### src/rtl/vga_timing_pkg.sv
// Shared raster timing constants and total-count helpers for the VGA timing generator.
package vga_timing_pkg;

    localparam int VGA_H_ACTIVE  = 640;
    localparam int VGA_H_FP      = 16;
    localparam int VGA_H_SYNC    = 96;
    localparam int VGA_H_BP      = 48;
    localparam int VGA_V_ACTIVE  = 480;
    localparam int VGA_V_FP      = 10;
    localparam int VGA_V_SYNC    = 2;
    localparam int VGA_V_BP      = 33;

    localparam int SVGA_H_ACTIVE = 800;
    localparam int SVGA_H_FP     = 40;
    localparam int SVGA_H_SYNC   = 128;
    localparam int SVGA_H_BP     = 88;
    localparam int SVGA_V_ACTIVE = 600;
    localparam int SVGA_V_FP     = 1;
    localparam int SVGA_V_SYNC   = 4;
    localparam int SVGA_V_BP     = 23;

    // Per-position control bits carried through the read-latency pipeline.
    typedef struct packed {
        logic sync_h;
        logic sync_v;
        logic act;
        logic h0;
        logic v0;
    } pix_ctl_t;

    function automatic int h_total(input int sync, input int bp, input int active, input int fp);
        return sync + bp + active + fp;
    endfunction

    function automatic int v_total(input int sync, input int bp, input int active, input int fp);
        return sync + bp + active + fp;
    endfunction

endpackage

### src/rtl/vga_axis_counter.sv
// One raster axis: position counter with sync/active region decode, order sync, bp, active, fp.
module vga_axis_counter #(
    parameter int SYNC   = 96,
    parameter int BP     = 48,
    parameter int ACTIVE = 640,
    parameter int FP     = 16,
    parameter int CNT_W  = 11
) (
    input  logic             CLK,
    input  logic             resetn,
    input  logic             tick,
    output logic [CNT_W-1:0] count,
    output logic             wrap,
    output logic             in_sync,
    output logic             in_active
);
    localparam int              TOTAL = SYNC + BP + ACTIVE + FP;
    localparam logic [CNT_W-1:0] LAST = CNT_W'(TOTAL - 1);

    // Region bounds compared at int width so a full 2^CNT_W axis cannot alias.
    assign wrap      = tick && (count == LAST);
    assign in_sync   = int'(count) < SYNC;
    assign in_active = (int'(count) >= SYNC + BP) && (int'(count) < SYNC + BP + ACTIVE);

    always_ff @(posedge CLK) begin
        if (!resetn) begin
            count <= '0;
        end else if (tick) begin
            count <= wrap ? '0 : count + 1'b1;
        end
    end

endmodule

### src/rtl/vga_timing_gen.sv
// Parametrised VGA raster timing generator: pixel divider, h/v counters, address issue and
// a read-latency pipeline that re-aligns frame-buffer colour with syncs and DE.
module vga_timing_gen
    import vga_timing_pkg::*;
#(
    parameter int H_ACTIVE = VGA_H_ACTIVE,
    parameter int H_FP     = VGA_H_FP,
    parameter int H_SYNC   = VGA_H_SYNC,
    parameter int H_BP     = VGA_H_BP,
    parameter int V_ACTIVE = VGA_V_ACTIVE,
    parameter int V_FP     = VGA_V_FP,
    parameter int V_SYNC   = VGA_V_SYNC,
    parameter int V_BP     = VGA_V_BP,
    parameter int HS_POL   = 0,
    parameter int VS_POL   = 0,
    parameter int CLK_DIV  = 2,
    parameter int RD_LAT   = 1,
    parameter int COLOUR_W = 8,
    parameter int CNT_W    = 11
) (
    input  logic                CLK,
    input  logic                resetn,
    input  logic                en,
    input  logic [COLOUR_W-1:0] COLOUR_IN,
    output logic                pix_tick,
    output logic [CNT_W-1:0]    addrh,
    output logic [CNT_W-1:0]    addrv,
    output logic                addr_valid,
    output logic                hs,
    output logic                vs,
    output logic                de,
    output logic [COLOUR_W-1:0] cout,
    output logic                line_start,
    output logic                frame_start
);
    localparam int               H_TOTAL  = h_total(H_SYNC, H_BP, H_ACTIVE, H_FP);
    localparam int               V_TOTAL  = v_total(V_SYNC, V_BP, V_ACTIVE, V_FP);
    localparam logic [CNT_W-1:0] H_ORG    = CNT_W'(H_SYNC + H_BP);
    localparam logic [CNT_W-1:0] V_ORG    = CNT_W'(V_SYNC + V_BP);
    localparam logic [3:0]       DIV_LAST = 4'(CLK_DIV - 1);
    localparam logic             HS_ON    = 1'(HS_POL);
    localparam logic             VS_ON    = 1'(VS_POL);

    if (H_TOTAL > (1 << CNT_W)) begin : g_bad_h_total
        $error("vga_timing_gen: H_TOTAL does not fit in CNT_W");
    end
    if (V_TOTAL > (1 << CNT_W)) begin : g_bad_v_total
        $error("vga_timing_gen: V_TOTAL does not fit in CNT_W");
    end
    if (CLK_DIV < 1 || CLK_DIV > 16) begin : g_bad_clk_div
        $error("vga_timing_gen: CLK_DIV must be 1..16");
    end
    if (RD_LAT < 1 || RD_LAT > 4) begin : g_bad_rd_lat
        $error("vga_timing_gen: RD_LAT must be 1..4");
    end

    logic [3:0]       div;
    logic             adv;
    logic [CNT_W-1:0] h, v;
    logic             h_wrap, frame_wrap_unused;
    logic             h_sync, h_act, v_sync, v_act;
    pix_ctl_t         raw;
    pix_ctl_t         pipe [RD_LAT];
    pix_ctl_t         tail;

    // pix_tick is held (not cleared) while en=0 so a pending advance survives a pause.
    assign adv = pix_tick & en;

    always_ff @(posedge CLK) begin
        if (!resetn) begin
            div      <= '0;
            pix_tick <= 1'b0;
        end else if (en) begin
            pix_tick <= (div == DIV_LAST);
            div      <= (div == DIV_LAST) ? '0 : div + 4'd1;
        end
    end

    vga_axis_counter #(
        .SYNC(H_SYNC), .BP(H_BP), .ACTIVE(H_ACTIVE), .FP(H_FP), .CNT_W(CNT_W)
    ) u_h_cnt (
        .CLK(CLK), .resetn(resetn), .tick(adv),
        .count(h), .wrap(h_wrap), .in_sync(h_sync), .in_active(h_act)
    );

    vga_axis_counter #(
        .SYNC(V_SYNC), .BP(V_BP), .ACTIVE(V_ACTIVE), .FP(V_FP), .CNT_W(CNT_W)
    ) u_v_cnt (
        .CLK(CLK), .resetn(resetn), .tick(h_wrap),
        .count(v), .wrap(frame_wrap_unused), .in_sync(v_sync), .in_active(v_act)
    );

    always_comb begin
        raw        = '0;
        raw.sync_h = h_sync;
        raw.sync_v = v_sync;
        raw.act    = h_act & v_act;
        raw.h0     = (h == '0);
        raw.v0     = (v == '0);
    end

    assign tail = pipe[RD_LAT-1];

    always_ff @(posedge CLK) begin
        if (!resetn) begin
            addr_valid <= 1'b0;
            addrh      <= '0;
            addrv      <= '0;
        end else if (adv) begin
            addr_valid <= raw.act;
            addrh      <= raw.act ? h - H_ORG : '0;
            addrv      <= raw.act ? v - V_ORG : '0;
        end
    end

    // Reset entries are blank (no sync, no DE, not h0) so bubbles drive inactive outputs.
    always_ff @(posedge CLK) begin
        if (!resetn) begin
            for (int i = 0; i < RD_LAT; i++) pipe[i] <= '0;
        end else if (adv) begin
            pipe[0] <= raw;
            for (int i = 1; i < RD_LAT; i++) pipe[i] <= pipe[i-1];
        end
    end

    always_ff @(posedge CLK) begin
        if (!resetn) begin
            hs          <= ~HS_ON;
            vs          <= ~VS_ON;
            de          <= 1'b0;
            cout        <= '0;
            line_start  <= 1'b0;
            frame_start <= 1'b0;
        end else if (adv) begin
            hs          <= tail.sync_h ? HS_ON : ~HS_ON;
            vs          <= tail.sync_v ? VS_ON : ~VS_ON;
            de          <= tail.act;
            cout        <= tail.act ? COLOUR_IN : '0;
            line_start  <= tail.h0;
            frame_start <= tail.h0 & tail.v0;
        end else if (en) begin
            line_start  <= 1'b0;
            frame_start <= 1'b0;
        end
    end

endmodule

### config.mk
export PLATFORM = sky130hd
export DESIGN_NAME = vga_timing_gen
export DESIGN_NICKNAME = d
export VERILOG_FILES = /design/src/rtl/vga_timing_pkg.sv /design/src/rtl/vga_axis_counter.sv /design/src/rtl/vga_timing_gen.sv
export SDC_FILE = /design/constraint.sdc
export NUM_CORES = 1
export LEC_CHECK = 0
export ABC_AREA = 1
export CELL_PAD_IN_SITES_DETAIL_PLACEMENT = 1
export CELL_PAD_IN_SITES_GLOBAL_PLACEMENT = 1
export CORE_AREA = 4 4 97 99
export CTS_CLUSTER_DIAMETER = 60
export CTS_CLUSTER_SIZE = 25
export DETAILED_ROUTE_END_ITERATION = 8
export DIE_AREA = 0 0 101 103
export PLACE_DENSITY = 0.89
export SETUP_SLACK_MARGIN = 0.4
export SYNTH_ARGS = -nofsm -noshare
export SYNTH_HDL_FRONTEND = slang
export SYNTH_SLANG_ARGS = --single-unit
### constraint.sdc
create_clock -name CLK -period 2 [get_ports CLK]
set_input_delay 0.4 -clock CLK [delete_from_list [all_inputs] [get_ports CLK]]
set_output_delay 0.4 -clock CLK [all_outputs]
set_load 0.1 [all_outputs]
# ---- Yosys cells after proc, flatten, opt, wreduce, memory -nomap -nowiden
# Memory sizes are Yosys's and may differ from the RTL's.
# Index checks and enable logic that the tools add are counted.
# W data, S select, Z words.
dict set report totals {
  ramBits 5
  regBits 63
  memories 1
  out_inout_bits 37
  inputBits 11
}
dict set report classes {
  muxes 17
  bitwise_logic 3
  order_cmp 6
  addsub 5
  n_reduce_logical 8
  eq_ne 3
}
# memory depth width read_ports rd_ports_with_merged_regs write_ports line
set mem_list {}
lappend mem_list {pipe 1 5 1 0 1 vga_timing_gen.sv:63} ;# pix_ctl_t pipe [RD_LAT];
# operator n
set op_table {}
lappend op_table {{$mux W11} 4}
lappend op_table {{$add A11 B1 Y11 const B} 2}
lappend op_table {{$eq A11 B10 Y1 const B} 2}
lappend op_table {{$logic_not A11 Y1} 2}
lappend op_table {{$lt A11 B10 Y1 const B} 2}
lappend op_table {{$ge A11 B6 Y1 const B} 1}
lappend op_table {{$ge A11 B8 Y1 const B} 1}
lappend op_table {{$lt A11 B2 Y1 const B} 1}
lappend op_table {{$lt A11 B7 Y1 const B} 1}
lappend op_table {{$sub A11 B6 Y11 const B} 1}
lappend op_table {{$sub A11 B8 Y11 const B} 1}
lappend op_table {{$mux W1} 10}
lappend op_table {{$mux W8} 1}
lappend op_table {{$mux W5} 1}
lappend op_table {{$reduce_or A5 Y1} 1}
lappend op_table {{$add A4 B1 Y4 const B} 1}
lappend op_table {{$eq A4 B1 Y1 const B} 1}
lappend op_table {{$logic_and A1 B1 Y1} 4}
lappend op_table {{$mux W4} 1}
lappend op_table {{$and A1 B1 Y1} 3}
lappend op_table {{$reduce_bool A2 Y1} 1}

# ---- Depth between registers and ports, before layout
dict set report depth {
  ltp_word 6
  mapped_depth 10
  depth_no_buf 9
}

# ---- Hierarchy
# From an unflattened synthesis, not the netlist that was laid out.
dict set report hier_totals {
  hier_cells 451
  hier_area_um2 3284.4
}
# mod cells_per_inst seq_area_each_um2 instances area_each_um2
set modules_own_cells {}
lappend modules_own_cells {vga_timing_gen 237 970.9 1 1929.4}
lappend modules_own_cells {{vga_axis_counter (u_v_cnt)} 122 220.2 1 740.7}
lappend modules_own_cells {{vga_axis_counter (u_h_cnt)} 92 220.2 1 614.3}

# ---- Worst setup path before layout
# Ideal clock, no wire load.
dict set report synth_path {
  path_kind {reg-to-reg}
  from {register pix_tick}
  to {register u_h_cnt.count[5]}
  setup_time_ns 0.121
  required_ns 1.879
  slack_ns -0.050
  path_stages_with_launch 8
  synth_period_minus_slack_ns 2.050
  t_arrival_ns 1.930
  n_path_buf 0
  path_cell_list {dfxtp_1 -> nand2_4 -> nor2_1 -> nand3_1 -> nor2_2 -> nor2_1 -> o21ai_0 -> a21oi_1}
}
dict set report synth_via {
  elab_chain_cells 3
}
# element line
set synth_lines {}
lappend synth_lines {{start, declared} vga_timing_gen.sv:25} ;# output logic pix_tick,
lappend synth_lines {{start signal, assigned} vga_timing_gen.sv:74} ;# pix_tick <= (div == DIV_LAST);
lappend synth_lines {{$and A1 B1 Y1 *} vga_timing_gen.sv:67} ;# assign adv = pix_tick & en;
lappend synth_lines {{$logic_and A1 B1 Y1} vga_axis_counter.sv:21} ;# assign wrap = tick && (count == LAST);
lappend synth_lines {{$mux W11} vga_axis_counter.sv:29} ;# count <= wrap ? '0 : count + 1'b1;
lappend synth_lines {{end signal, assigned} vga_axis_counter.sv:29}
lappend synth_lines {{end, declared} vga_axis_counter.sv:12} ;# output logic [CNT_W-1:0] count,
# Every way passes the cells marked *; elsewhere a longest branch is shown, timed or not.
# A chain may end at the register's enable or synchronous reset.

# ---- Final worst setup path
dict set report layout_path {
  from {register u_h_cnt.count[8]}
  to {register u_v_cnt.count[0]}
}
dict set report layout_via {
  elab_chain_cells 4
}
# element line
set layout_lines {}
lappend layout_lines {{$eq A11 B10 Y1 *} vga_axis_counter.sv:21}
lappend layout_lines {{$logic_and A1 B1 Y1 *} vga_axis_counter.sv:21}
lappend layout_lines {{$logic_and A1 B1 Y1} vga_axis_counter.sv:21}
lappend layout_lines {{$mux W11} vga_axis_counter.sv:29}
lappend layout_lines {{end signal, assigned} vga_axis_counter.sv:29}
lappend layout_lines {{end, declared} vga_axis_counter.sv:12}
# Marked as above.

==> impl_metrics.yaml <==
pwr:
  powerDensity_nw_per_um2: 640
  pwr-share-seq: 0.501
  netSwitchingPower_mw: 0.641
  switching_share: 0.233
  pwr-share-comb: 0.042
  p_int_mw: 2.11
  peakVddDrop_mv: 0.297
  p_leak_nw: 2.03
  clockPowerShare: 0.457
finish:
  nNetsFinal: 550
  drive_gt1_frac: 0.246
  stdcell_count: 644
  final_common_cell: "nand2_1"
  synthToLayoutAreaGrowth_pct: 32.9
  final_cell_mix: "nand2_1 (121), buf_4 (68), nand3_1 (56)"
  fin_area_um2: 4310
  final_util: 0.504
  n_antenna_cell: 0
timing:
  grt_setup_unrepaired: "yes"
  hold_viol_final: 0
  worst_slew_pin_slew_ps: 355
  setup_viol: 0
  setup_tns_ps: 0
  fin_crit_ps: 1610
  hold_slack_ps: 433
  report.final.slew_viol_count: 0
  skew_ps: 8.77
  fmaxAchievable_ghz: 0.623
  fin_crit_sh: 0.803
  slew_headroom: 0.761
clock_network:
  clock-sinks: 68
  ctsLongestPathBuffers: 2
  clk_latency_ps: 350
  numCtsBuffers: 9
  h-tree-depth: 3
  cts_tree: "built"
  cts_hold_buf: 0
  cts-root-buf: "clkbuf_8"
  clk_pin_slew_ps: 70
critical_path:
  critical_path.startpoint_type: "register"
  end_kind: "register"
  worstPathRequired_ps: 2260
  critPathKind: "reg2reg"
  cp_max_fo: 9
  crit_arrival_ps: 1870
global_routing:
  antenna_found_initial: 0
  grt_max_degree: 19
  grt_pass1_wl_um: 17100
  grt_use_total: 0.208
  grt_pass1_vias: 3557
  grt-ovfl-total: 0
place:
  dp.cells: 616
  dp_hpwl_um: 7600
  gp_congestion: 0.933
  io_buffers: 47
  placed_cell_area_um2: 3870
synth:
  syn_avg_cell_area_um2: 7.17
  netlist_instances: 452
  yosys_warnings: 0
  synth_cell_types: 30
  ys_seq_elements: 68
  netlist_area_um2: 3240
  synth_nets: 471
  ys_seq_area_frac: 0.436
flow_run:
  drv_cap: 0
floorplan:
  placementRows: 34
  ioPinCount: 48
  die_height_um: 103
  core_area_um2: 8550
  dieArea_um2: 10400
  initial_core_util: 0.379
  die_x_um: 101
drt:
  routed_via_density: 5.53
  routed_wl_um: 11900
  drt_iter0_markers: 299
  vias: 3559
  wl_per_cell_um: 18.5
  ant_nets: 0
  drcViolationCount: 0
  firstDrtPassIters: 6
min_path:
  min_path_type: "reg2reg"
run_status:
  run_status: "completed"
-- logic make-up (layout without fill, tap and decap cells) --
| family | count (synthesis) | count (layout) | synth area share |
|---|---|---|---|
| compound gates | 49 | 49 | 0.0942 |
| xor+xnor | 6 | 6 | 0.0162 |
| fa+ha+maj | 8 | 8 | 0.0309 |
| buf+inv | 64 | 148 | 0.0826 |
| flops | 68 | 68 | 0.436 |
| simple gates | 257 | 257 | 0.341 |
-- path summary, 6_finish.rpt --
check	start	endpoint	slack (ps)	depth (start not counted)
worst max-delay path	u_h_cnt.count[8]$_SDFFE_PN0P_	u_v_cnt.count[0]$_SDFFE_PN0N_	390	7
worst min-delay path	pipe[0][4]$_SDFFCE_PN0P_	hs$_SDFFE_PN1P_	430	1
worst max register to register	u_h_cnt.count[8]$_SDFFE_PN0P_	u_v_cnt.count[0]$_SDFFE_PN0N_	390	7
worst min register to register	pipe[0][4]$_SDFFCE_PN0P_	hs$_SDFFE_PN1P_	430	1
-- synthesized netlist by cell type --
library cell,n,area share
nand4_1,8,0.015
dfxtp_1,63,0.39
a211oi_1,1,0.0023
xor2_1,5,0.014
buf_1,1,0.0012
a22o_1,1,0.0027
inv_1,47,0.054
o22ai_1,2,0.0039
inv_2,1,0.0012
nor2_4,2,0.0069
a32o_1,8,0.025
ha_1,8,0.031
nand2_1,126,0.15
nor3_1,10,0.015
nor4_1,2,0.0039
nor2_2,2,0.0039
xnor2_1,1,0.0027
clkbuf_1,8,0.0093
o21a_1,1,0.0023
a21oi_1,21,0.032
a22oi_1,1,0.0023
nand3_1,59,0.091
edfxtp_1,5,0.046
o21ai_0,12,0.019
buf_2,4,0.0062
nor2_1,47,0.054
buf_6,3,0.010
o21bai_1,1,0.0023
a32oi_1,1,0.0027
nand2_4,1,0.0035
-- critical path: stages, from the launching register on --
cell and delay (ps):
dfxtp_1 440, nand2_1 210, inv_1 140, nand4_1 120
nor2_2 180, buf_6 160, nand2_1 80, a21oi_1 200
-- layer usage --
layer / global-route usage / up-vias / share of wire
met3: 0.0568 / 50 / 0.061
met2: 0.365 / 154 / 0.50
met1: 0.241 / 1723 / 0.40
met5: 0 / - / 0
li1: - / 1632 / -
met4: 0.0838 / 0 / 0.040
-- per-stage QoR --
step | setup WS (ps) | total power [mW]
3_3_place_gp | 22.0 | 1.53
3_5_place_dp | -15.2 | 1.53
2_1_floorplan | 471 | 1.48
5_1_grt | 281 | 2.83
6_report | 394 | 2.75
4_1_cts | 403 | 2.78
-- timing repair --
item | 4_1_cts | 5_1_grt
hold endpoints to repair | 0 | 0
resized for setup | 12 | 43
setup buffers | 3 | 9
setup endpoints to repair | 36 | 45
gates cloned | 0 | 0
pin swaps | 4 | 8
-- power groups by stage --
stage | sequential, mW | combinational, mW | clock (mW)
floorplan | 1.44 | 0.0418 | 0
global placement | 1.42 | 0.110 | 0
detailed placement | 1.42 | 0.114 | 0
CTS | 1.39 | 0.113 | 1.27
global route | 1.38 | 0.122 | 1.33
finish | 1.38 | 0.115 | 1.26
-- sequential cells by signal, summed over array words and instances (netlist names) --
signal,count
vs,1
pipe,5
de,1
line_start,1
addr_valid,1
addrh,11
hs,1
addrv,11
div,4
frame_start,1
pix_tick,1
u_h_cnt.count,11
u_v_cnt.count,11
cout,8
-- area by class of cell --
class / instances / area, um2
inverter: 48 / 180
fill: 1076 / 4240
clock buffer: 12 / 135
sequential: 68 / 1450
tap: 108 / 135
multi-input combinational: 320 / 1650
clock inverter: 4 / 73.8
timing repair buffer: 84 / 684
(Power assumes the default switching activity.)
